--- config.mk ---
export PLATFORM = sky130hd
export DESIGN_NAME = dmi_jtag_access
export DESIGN_NICKNAME = d
export VERILOG_FILES = /design/src/rtl/dm.sv /design/src/rtl/dmi_jtag_access.sv
export SDC_FILE = /design/constraint.sdc
export NUM_CORES = 1
export LEC_CHECK = 0
export CAP_MARGIN = 20
export CELL_PAD_IN_SITES_DETAIL_PLACEMENT = 0
export CELL_PAD_IN_SITES_GLOBAL_PLACEMENT = 2
export CORE_ASPECT_RATIO = 0.8
export CORE_MARGIN = 1.5
export CORE_UTILIZATION = 35
export CTS_CLUSTER_SIZE = 12
export DETAILED_ROUTE_END_ITERATION = 12
export PLACE_DENSITY = 0.95
export REMOVE_ABC_BUFFERS = 1
export SLEW_MARGIN = 10
export SYNTH_ARGS = -nofsm -noshare
export SYNTH_HDL_FRONTEND = slang
export SYNTH_SLANG_ARGS = --single-unit
--- constraint.sdc ---
create_clock -name tck_i -period 5.3 [get_ports tck_i]
set_input_delay 1.59 -clock tck_i [delete_from_list [all_inputs] [get_ports tck_i]]
set_output_delay 1.59 -clock tck_i [all_outputs]
set_load 0.005 [all_outputs]
--- src/rtl/dm.sv ---
// Shared DMI types: scan ops, sticky status codes, request/response bundles
// and the request FSM encoding.
package dm;

    localparam int unsigned DmiAddrWidth = 7;

    typedef enum logic [1:0] {
        DtmNop   = 2'd0,
        DtmRead  = 2'd1,
        DtmWrite = 2'd2
    } dtm_op_e;

    typedef enum logic [1:0] {
        DmiNoError  = 2'd0,
        DmiOpFailed = 2'd2,
        DmiBusy     = 2'd3
    } dmi_error_e;

    typedef struct packed {
        logic [DmiAddrWidth-1:0] addr;
        dtm_op_e                 op;
        logic [31:0]             data;
    } dmi_req_t;

    typedef struct packed {
        logic [31:0] data;
        logic [1:0]  resp;
    } dmi_resp_t;

    typedef enum logic [2:0] {
        StIdle      = 3'd0,
        StRead      = 3'd1,
        StWaitRead  = 3'd2,
        StWrite     = 3'd3,
        StWaitWrite = 3'd4
    } dmi_state_e;

endpackage

--- src/rtl/dmi_jtag_access.sv ---
// DMI access register: turns DR scans under DMIACCESS into single-outstanding
// debug-module requests, keeps the sticky status and the last read data.
module dmi_jtag_access
    import dm::*;
#(
    parameter int unsigned AddrWidth = 7,
    parameter int unsigned DataWidth = 32
) (
    input  logic                 tck_i,
    input  logic                 trst_i,
    input  logic                 test_logic_reset_i,
    input  logic                 capture_dr_i,
    input  logic                 shift_dr_i,
    input  logic                 update_dr_i,
    input  logic                 dmi_access_i,
    input  logic                 dmi_reset_i,
    input  logic                 dmi_tdi_i,
    output logic                 dmi_tdo_o,
    output logic [1:0]           dmi_error_o,
    output logic                 dmi_req_valid_o,
    input  logic                 dmi_req_ready_i,
    output logic [AddrWidth-1:0] dmi_req_addr_o,
    output logic [DataWidth-1:0] dmi_req_data_o,
    output logic [1:0]           dmi_req_op_o,
    input  logic                 dmi_resp_valid_i,
    output logic                 dmi_resp_ready_o,
    input  logic [DataWidth-1:0] dmi_resp_data_i,
    input  logic [1:0]           dmi_resp_resp_i
);

    localparam int unsigned W = AddrWidth + DataWidth + 2;

    dmi_state_e           state_q, state_d;
    logic [W-1:0]         dr_q, dr_d;
    logic [AddrWidth-1:0] addr_q, addr_d;
    logic [DataWidth-1:0] data_q, data_d;
    logic [1:0]           error_q, error_d;

    logic    capture, shift, update;
    logic    update_accept;
    logic    in_wait;
    logic    resp_hs;
    dtm_op_e scan_op;

    assign capture = dmi_access_i & capture_dr_i;
    assign shift   = dmi_access_i & shift_dr_i;
    assign update  = dmi_access_i & update_dr_i;
    assign scan_op = dtm_op_e'(dr_q[1:0]);

    // A scan is only acted on with a clean status and no request in flight.
    assign update_accept = update && (error_q == DmiNoError) && (state_q == StIdle);
    assign in_wait       = (state_q == StWaitRead) || (state_q == StWaitWrite);
    assign resp_hs       = in_wait && dmi_resp_valid_i;

    // Register every piece of TCK-domain state.
    always_ff @(posedge tck_i or posedge trst_i) begin
        if (trst_i) begin
            state_q <= StIdle;
            dr_q    <= '0;
            addr_q  <= '0;
            data_q  <= '0;
            error_q <= '0;
        end else begin
            state_q <= state_d;
            dr_q    <= dr_d;
            addr_q  <= addr_d;
            data_q  <= data_d;
            error_q <= error_d;
        end
    end

    // Shift register, address/data latches and sticky status update.
    always_comb begin
        dr_d    = dr_q;
        addr_d  = addr_q;
        data_d  = data_q;
        error_d = error_q;

        // The status sits in the op slot so a scan reads it back for free.
        if (capture) begin
            dr_d = {addr_q, data_q, error_q};
        end else if (shift) begin
            dr_d = {dmi_tdi_i, dr_q[W-1:1]};
        end

        if (update_accept && (scan_op == DtmRead || scan_op == DtmWrite)) begin
            addr_d = dr_q[W-1 -: AddrWidth];
        end
        if (update_accept && scan_op == DtmWrite) begin
            data_d = dr_q[DataWidth+1:2];
        end

        // Write responses carry no data, so only a read refreshes data_q.
        if (resp_hs && state_q == StWaitRead) begin
            data_d = dmi_resp_data_i;
        end

        if (resp_hs && dmi_resp_resp_i != 2'd0 && error_q == DmiNoError) begin
            error_d = DmiOpFailed;
        end
        // Busy wins over a response landing in the same cycle: the scan
        // was issued while the request was still outstanding.
        if (update && error_q == DmiNoError && state_q != StIdle) begin
            error_d = DmiBusy;
        end
        if (dmi_reset_i) begin
            error_d = DmiNoError;
        end

        // Test-Logic-Reset wipes the register contents but leaves the FSM
        // running so the debug-module handshake is never torn.
        if (test_logic_reset_i) begin
            dr_d    = '0;
            addr_d  = '0;
            data_d  = '0;
            error_d = '0;
        end
    end

    // Request/response FSM next-state decode.
    always_comb begin
        state_d = state_q;
        unique case (state_q)
            StIdle: begin
                if (update_accept && scan_op == DtmRead) begin
                    state_d = StRead;
                end else if (update_accept && scan_op == DtmWrite) begin
                    state_d = StWrite;
                end
            end
            StRead:      if (dmi_req_ready_i)  state_d = StWaitRead;
            StWrite:     if (dmi_req_ready_i)  state_d = StWaitWrite;
            StWaitRead:  if (dmi_resp_valid_i) state_d = StIdle;
            StWaitWrite: if (dmi_resp_valid_i) state_d = StIdle;
            default:     state_d = StIdle;
        endcase
    end

    // Handshake outputs decoded from state only.
    always_comb begin
        dmi_req_valid_o  = 1'b0;
        dmi_req_op_o     = DtmNop;
        dmi_resp_ready_o = 1'b0;
        unique case (state_q)
            StRead: begin
                dmi_req_valid_o = 1'b1;
                dmi_req_op_o    = DtmRead;
            end
            StWrite: begin
                dmi_req_valid_o = 1'b1;
                dmi_req_op_o    = DtmWrite;
            end
            StWaitRead, StWaitWrite: dmi_resp_ready_o = 1'b1;
            default: ;
        endcase
    end

    assign dmi_req_addr_o = addr_q;
    assign dmi_req_data_o = data_q;
    assign dmi_error_o    = error_q;
    assign dmi_tdo_o      = dr_q[0];

endmodule
Word level (Yosys, flattened, before mapping)
Index checks and enable logic that the tools add are counted.

operators by class
  reduce and logical (&&, ||, !) cells = 23
  equal/unequal tests = 10
  $mul = 0
  shifts and indexed selects = 0
  $lt $le $gt $ge = 0
  add/sub/neg operators = 0
  div/mod/pow operators = 0
  muxes and demuxes = 21
  bitwise gates (word level) = 3

operators with widths
  cell                                                                     number
  41-bit 2-to-1 mux                                                        3
  32-bit 2-to-1 mux                                                        3
  3-bit 2-to-1 mux                                                         5
  7-bit 2-to-1 mux                                                         2
  3-bit one-hot mux with 4 select lines                                    1
  1-bit logical AND                                                        10
  3-bit nonzero test                                                       3
  2-bit 2-to-1 mux                                                         4
  3-bit by 2-bit == test with 1-bit output, second input constant          2
  2-bit inequality test, second input constant                             2
  2-bit one-hot mux with 2 select lines                                    1
  4-bit AND reduction                                                      1
  2-bit nonzero test                                                       2
  4-bit nonzero test                                                       1
  2-bit OR reduction                                                       2
  1-bit bitwise AND                                                        3
  3-bit by 1-bit == test with 1-bit output, second input constant          1
  3-bit == test, second input constant                                     1
  3-bit logical NOT                                                        1
  3-bit by 1-bit inequality test with 1-bit output, second input constant  1
  2-bit by 1-bit == test with 1-bit output, second input constant          1
  2-bit == test, second input constant                                     1
  2-bit logical NOT                                                        1
  1-bit logical OR                                                         2
  other kinds (2)                                                          3

storage, ports and cells
  bits in latches = 0
  memory bits (read-only) = 0
  word-level logic and storage cells = 62
  memories kept = 0
  output and inout bits = 46
  input port bits = 45
  flip-flop bits (word level) = 85
  memory bits (writable) = 0

Logic depth before layout (Yosys ltp)
  depth in word-level cells = 9
  mapped depth = 7
  mapped depth without buffers = 6

Worst setup path before layout
Ideal clock, no wire load.

  kind = input port to flip-flop
  start = in dmi_resp_valid_i
  end = reg data_q[10], in the netlist dmi_req_data_o[10]
  required time = 5,165 ps
  path slack = 2,524 ps
  data arrival time = 2,642 ps
  library setup time = 135 ps
  buffers on the path = 2
  stages on the path = 5
  path through = nor4bb_1 buf_6 a311oi_4 buf_6 o31ai_1

on the way
  word-level cells in the longest chain between the ends = 4
  elaborated cells on any way between the ends = 5
  those cells by class = 2 x mux; 3 x reduce/logical

RTL lines
  element                 line                    source
  start: declaration      dmi_jtag_access.sv:25   input logic dmi_resp_valid_i,
  1-bit logical AND *     dmi_jtag_access.sv:53   assign resp_hs = in_wait && dmi_resp_valid_i;
  1-bit logical AND *     dmi_jtag_access.sv:94   if (resp_hs && state_q == StWaitRead) begin
  32-bit 2-to-1 mux       dmi_jtag_access.sv:94
  32-bit 2-to-1 mux       dmi_jtag_access.sv:112  if (test_logic_reset_i) begin
  end signal: assignment  dmi_jtag_access.sv:67   data_q <= data_d;
  end: declaration        dmi_jtag_access.sv:36   logic [DataWidth-1:0] data_q, data_d;

Every way passes the cells marked *; elsewhere a longest branch is shown, timed or not.
A chain may end at the register's enable or synchronous reset.

Final worst setup path
  start = in dmi_resp_valid_i
  end = reg data_q[3], in the netlist dmi_req_data_o[3]

Same word-level chain as after synthesis.

==> run_summary.xml <==
<?xml version="1.0" encoding="UTF-8"?>
<metrics>
  <group name="route">
    <metric name="drt_wl_total" unit="mm">10.0</metric>
    <metric name="detailedRoute.firstPassIterationCount" unit="">4</metric>
    <metric name="route.detailed.wl_per_inst" unit="um">16.4</metric>
    <metric name="route.detailed.vias_per_inst" unit="">5.20</metric>
    <metric name="antenna_violating_nets_post_route" unit="">0</metric>
    <metric name="detailroute.via_count" unit="">3187</metric>
    <metric name="dr.first_iter.drc_count" unit="">197</metric>
    <metric name="remaining_drc_errors" unit="">0</metric>
  </group>
  <group name="synthesis">
    <metric name="synth.distinct_cells" unit="">31</metric>
    <metric name="synth_area" unit="mm2">0.00421</metric>
    <metric name="ys_seq_area_frac" unit="">0.505</metric>
    <metric name="ys_seq_elements" unit="">85</metric>
    <metric name="syn_inst" unit="">383</metric>
    <metric name="yosys_warnings" unit="">0</metric>
    <metric name="synth_area_per_cell" unit="um2">11.0</metric>
  </group>
  <group name="placed_design">
    <metric name="io_buffer_count" unit="">90</metric>
    <metric name="placement.setup.worst_slack" unit="ps">1400</metric>
    <metric name="routabilityCongestion" unit="">0.774</metric>
    <metric name="place_inst" unit="">597</metric>
    <metric name="detailedPlacementHpwl" unit="mm">6.59</metric>
  </group>
  <group name="clock_network">
    <metric name="hold_bufs_inserted_after_cts" unit="">0</metric>
    <metric name="clkLatencyLatePin" unit="ps">330</metric>
    <metric name="cts_buf_count" unit="">9</metric>
    <metric name="cts.reportedPaths.clkPinSlew" unit="ps">60</metric>
    <metric name="cts.repair.resized" unit="">0</metric>
    <metric name="clkSinkCount" unit="">85</metric>
    <metric name="cts_post_setup_buffers_inserted" unit="">0</metric>
    <metric name="htree_depth" unit="">3</metric>
    <metric name="cts_root_buffer" unit="">sky130_fd_sc_hd__clkbuf_16</metric>
    <metric name="tritoncts_clock_tree" unit="">yes</metric>
    <metric name="cts.path.max_buffers" unit="">2</metric>
  </group>
  <group name="final_layout">
    <metric name="final_layout_size_suffix_gt1_frac" unit="">0.0688</metric>
    <metric name="layout.nets" unit="">507</metric>
    <metric name="layout-area-overhead-vs-synth" unit="%">31.5</metric>
    <metric name="post_layout_nonfiller_instances" unit="">613</metric>
    <metric name="final_core_utilization" unit="">0.477</metric>
    <metric name="antenna_cells" unit="">0</metric>
  </group>
  <group name="pwr">
    <metric name="p_total" unit="uW">1920</metric>
    <metric name="p_sw_frac" unit="">0.275</metric>
    <metric name="power.static_leakage" unit="uW">0.00238</metric>
    <metric name="share_clk_of_total_power" unit="">0.380</metric>
    <metric name="p_switching" unit="uW">528</metric>
    <metric name="share_comb_of_total_power" unit="">0.227</metric>
    <metric name="power_per_cell_area" unit="mW/mm2">347</metric>
    <metric name="intPower" unit="uW">1390</metric>
    <metric name="peakVddDrop" unit="V">0.000149</metric>
    <metric name="seqPwrFrac" unit="">0.393</metric>
  </group>
  <group name="setup_path">
    <metric name="critPathArrivalTime" unit="ps">3780</metric>
    <metric name="origin_of_the_critical_flop_to_flop_path" unit="">state_q[0]$_DFFE_PP0P_</metric>
    <metric name="regToRegEndpoint" unit="">dmi_req_data_o[3]$_DFFE_PP0P_</metric>
    <metric name="rr_worst_depth" unit="">5</metric>
    <metric name="regToRegSetupSlack" unit="ps">3070</metric>
    <metric name="worst_setup_path_end_kind" unit="">flop</metric>
    <metric name="cp.required" unit="ps">5530</metric>
    <metric name="worst-path-max-fanout" unit="">64</metric>
    <metric name="worstSetupStartpointType" unit="">primary input</metric>
    <metric name="worstSetupPathType" unit="">in -&gt; reg</metric>
  </group>
  <group name="sta">
    <metric name="skew" unit="ps">6.71</metric>
    <metric name="drv_slew" unit="">0</metric>
    <metric name="final_hold_vio_count" unit="">0</metric>
    <metric name="finalSetupViolCount" unit="">0</metric>
    <metric name="finalSetupTns" unit="ps">0</metric>
    <metric name="period_share" unit="">0.670</metric>
    <metric name="rsz0062_at_grt" unit="">no</metric>
    <metric name="clock.fmax" unit="GHz">0.282</metric>
    <metric name="maxSlewHeadroom" unit="">0.528</metric>
    <metric name="timing.final.ws_setup" unit="ps">1750</metric>
    <metric name="max_slew.worst_pin.slew" unit="ps">702</metric>
    <metric name="layout_min_cycle_time" unit="ps">3550</metric>
  </group>
  <group name="global_route">
    <metric name="first_global_vias" unit="">3255</metric>
    <metric name="global_route_wire_length_before_repair" unit="mm">16.7</metric>
    <metric name="antenna_found_initial" unit="">0</metric>
    <metric name="gr-total-overflow" unit="">0</metric>
    <metric name="grt_max_degree" unit="">65</metric>
    <metric name="gr_util_all_layers" unit="">0.162</metric>
  </group>
  <group name="floorplan">
    <metric name="die_area" unit="mm2">0.0127</metric>
    <metric name="floorplan.rows" unit="">35</metric>
    <metric name="dieHeight" unit="um">101</metric>
    <metric name="ioPinCount" unit="">91</metric>
    <metric name="floorplan.initialDensity" unit="">0.363</metric>
    <metric name="die_x" unit="um">126</metric>
    <metric name="coreArea" unit="mm2">0.0116</metric>
  </group>
  <group name="run_status">
    <metric name="outcome" unit="">finished clean</metric>
  </group>
  <group name="min_path">
    <metric name="min_path_type" unit="">reg -&gt; reg</metric>
    <metric name="origin_of_the_worst_min_delay_path" unit="">dmi_req_data_o[13]$_DFFE_PP0P_</metric>
    <metric name="min_to" unit="">dmi_req_data_o[13]$_DFFE_PP0P_</metric>
    <metric name="min_delay_path_depth" unit="">2</metric>
  </group>
  <group name="job">
    <metric name="drv_cap" unit="">0</metric>
  </group>
</metrics>
## cell type report
cell class	instances	area, um2
inverter	6	23.8
clock buffer	10	239
timing repair buffer	98	956
clock inverter	6	109
multi-input combinational	260	1890
sequential	85	2130
fill	1030	6070
tap	148	185
## registers in the layout, indices dropped and copies added, names as in the netlist
signal and count:
dr_q 41, dmi_req_data_o 32, dmi_req_addr_o 7, state_q 3, dmi_error_o 2
## worst max path at each step
| stage | start | to | slack (ps) | cells after the start |
|---|---|---|---|---|
| floorplan | dmi_resp_valid_i | dmi_req_data_o[0]$_DFFE_PP0P_ | -2940 | 3 |
| global placement | dmi_resp_valid_i | dmi_req_data_o[17]$_DFFE_PP0P_ | 1510 | 6 |
| detailed placement | dmi_resp_valid_i | dmi_req_data_o[3]$_DFFE_PP0P_ | 1400 | 6 |
| CTS | dmi_resp_valid_i | dmi_req_data_o[3]$_DFFE_PP0P_ | 1760 | 6 |
| global route | dmi_resp_valid_i | dmi_req_data_o[16]$_DFFE_PP0P_ | 1630 | 6 |
| finish | dmi_resp_valid_i | dmi_req_data_o[3]$_DFFE_PP0P_ | 1750 | 6 |
## logic make-up after synthesis
group / Yosys count / share of synthesized area
AO/OA/AOI/OAI: 90 / 0.166
adder cells (fa/ha/maj): 2 / 0.00594
AND/OR/NAND/NOR: 93 / 0.0930
XOR/XNOR: 1 / 0.00208
flip-flops: 85 / 0.505
buffers and inverters: 38 / 0.0508
multiplexers: 74 / 0.176
## worst max-delay path, cell delays in order
cell and delay [ps]:
sky130_fd_sc_hd__clkdlybuf4s50_1 530, sky130_fd_sc_hd__nor4bb_4 300, sky130_fd_sc_hd__buf_4 560, sky130_fd_sc_hd__a311oi_4 70
sky130_fd_sc_hd__buf_4 350, sky130_fd_sc_hd__o31ai_1 330
## cell usage after synthesis
cell type / count / area [um2]
sky130_fd_sc_hd__a211oi_1: 1 / 7.51
sky130_fd_sc_hd__a21oi_1: 2 / 10.0
sky130_fd_sc_hd__a22o_1: 7 / 61.3
sky130_fd_sc_hd__a311o_1: 1 / 10.0
sky130_fd_sc_hd__a311oi_4: 1 / 26.3
sky130_fd_sc_hd__and2_1: 1 / 6.26
sky130_fd_sc_hd__and4bb_2: 1 / 12.5
sky130_fd_sc_hd__buf_1: 5 / 18.8
sky130_fd_sc_hd__buf_6: 8 / 90.1
sky130_fd_sc_hd__clkbuf_1: 16 / 60.1
sky130_fd_sc_hd__clkbuf_4: 3 / 22.5
sky130_fd_sc_hd__dfrtp_1: 85 / 2130
sky130_fd_sc_hd__ha_1: 2 / 25.0
sky130_fd_sc_hd__inv_1: 6 / 22.5
sky130_fd_sc_hd__mux2_1: 1 / 11.3
sky130_fd_sc_hd__mux2i_1: 73 / 731
sky130_fd_sc_hd__nand2_1: 75 / 282
sky130_fd_sc_hd__nand2b_1: 1 / 6.26
sky130_fd_sc_hd__nand4bb_1: 1 / 11.3
sky130_fd_sc_hd__nor2_1: 8 / 30.0
sky130_fd_sc_hd__nor3_1: 3 / 15.0
sky130_fd_sc_hd__nor4_2: 1 / 12.5
sky130_fd_sc_hd__nor4bb_1: 1 / 10.0
sky130_fd_sc_hd__o2111ai_1: 1 / 8.76
sky130_fd_sc_hd__o21a_1: 1 / 7.51
sky130_fd_sc_hd__o21ai_0: 1 / 5.00
sky130_fd_sc_hd__o22ai_1: 1 / 6.26
sky130_fd_sc_hd__o31ai_1: 73 / 548
sky130_fd_sc_hd__o32a_1: 1 / 10.0
sky130_fd_sc_hd__or3_1: 1 / 6.26
sky130_fd_sc_hd__xnor2_1: 1 / 8.76
## power by group through the flow
stage,logic [uW],clock network [uW],registers [uW]
2_1_floorplan,262,0,752
3_3_place_gp,433,0,765
3_5_place_dp,442,0,766
4_1_cts,443,742,755
5_1_grt,479,764,762
6_report,436,729,755
## through the flow
stage | hold WS, ps | area, um2
final | 502 | 5530
after global routing | 533 | 5530
after CTS | 510 | 5530
after detailed placement | 495 | 5180
after global placement | 488 | 5180
after floorplan | 470 | 4020
## per-layer routing
| metal | wire (um) | vias to the layer above | global-route usage |
|---|---|---|---|
| met5 | 0 | - | 0 |
| li1 | - | 1556 | - |
| met1 | 4880 | 1546 | 0.222 |
| met2 | 4500 | 71 | 0.258 |
| met3 | 499 | 14 | 0.0409 |
| met4 | 141 | 0 | 0.0420 |
## placed cells by master (no fill, tap or decap)
master                             n
sky130_fd_sc_hd__o31ai_1          73
sky130_fd_sc_hd__clkinv_2          3
sky130_fd_sc_hd__clkbuf_8          1
sky130_fd_sc_hd__nor2_4            1
sky130_fd_sc_hd__bufinv_16         3
sky130_fd_sc_hd__xnor2_1           1
sky130_fd_sc_hd__o22ai_1           1
sky130_fd_sc_hd__ha_1              2
sky130_fd_sc_hd__clkbuf_16         9
sky130_fd_sc_hd__buf_4             8
sky130_fd_sc_hd__nor4_2            1
sky130_fd_sc_hd__o21ai_0           1
sky130_fd_sc_hd__nor2_1            7
sky130_fd_sc_hd__o21a_1            1
sky130_fd_sc_hd__o32a_1            1
sky130_fd_sc_hd__inv_1             5
sky130_fd_sc_hd__and2_1            1
sky130_fd_sc_hd__or3_1             1
sky130_fd_sc_hd__o2111ai_1         1
sky130_fd_sc_hd__mux2i_1          73
sky130_fd_sc_hd__buf_2             1
sky130_fd_sc_hd__nand2b_1          1
sky130_fd_sc_hd__a211oi_1          1
sky130_fd_sc_hd__inv_6             1
sky130_fd_sc_hd__clkdlybuf4s50_1  89
sky130_fd_sc_hd__a311oi_4          1
sky130_fd_sc_hd__mux2_1            1
sky130_fd_sc_hd__nor3_1            3
sky130_fd_sc_hd__nand2_1          74
sky130_fd_sc_hd__nor4bb_4          1
sky130_fd_sc_hd__nand4bb_1         1
sky130_fd_sc_hd__and4bb_2          1
sky130_fd_sc_hd__a311o_1           1
sky130_fd_sc_hd__dfrtp_1          85
sky130_fd_sc_hd__a22o_1            7
sky130_fd_sc_hd__nand2_2           1
sky130_fd_sc_hd__a21oi_1           2
Power figures use the tool's default switching activity.
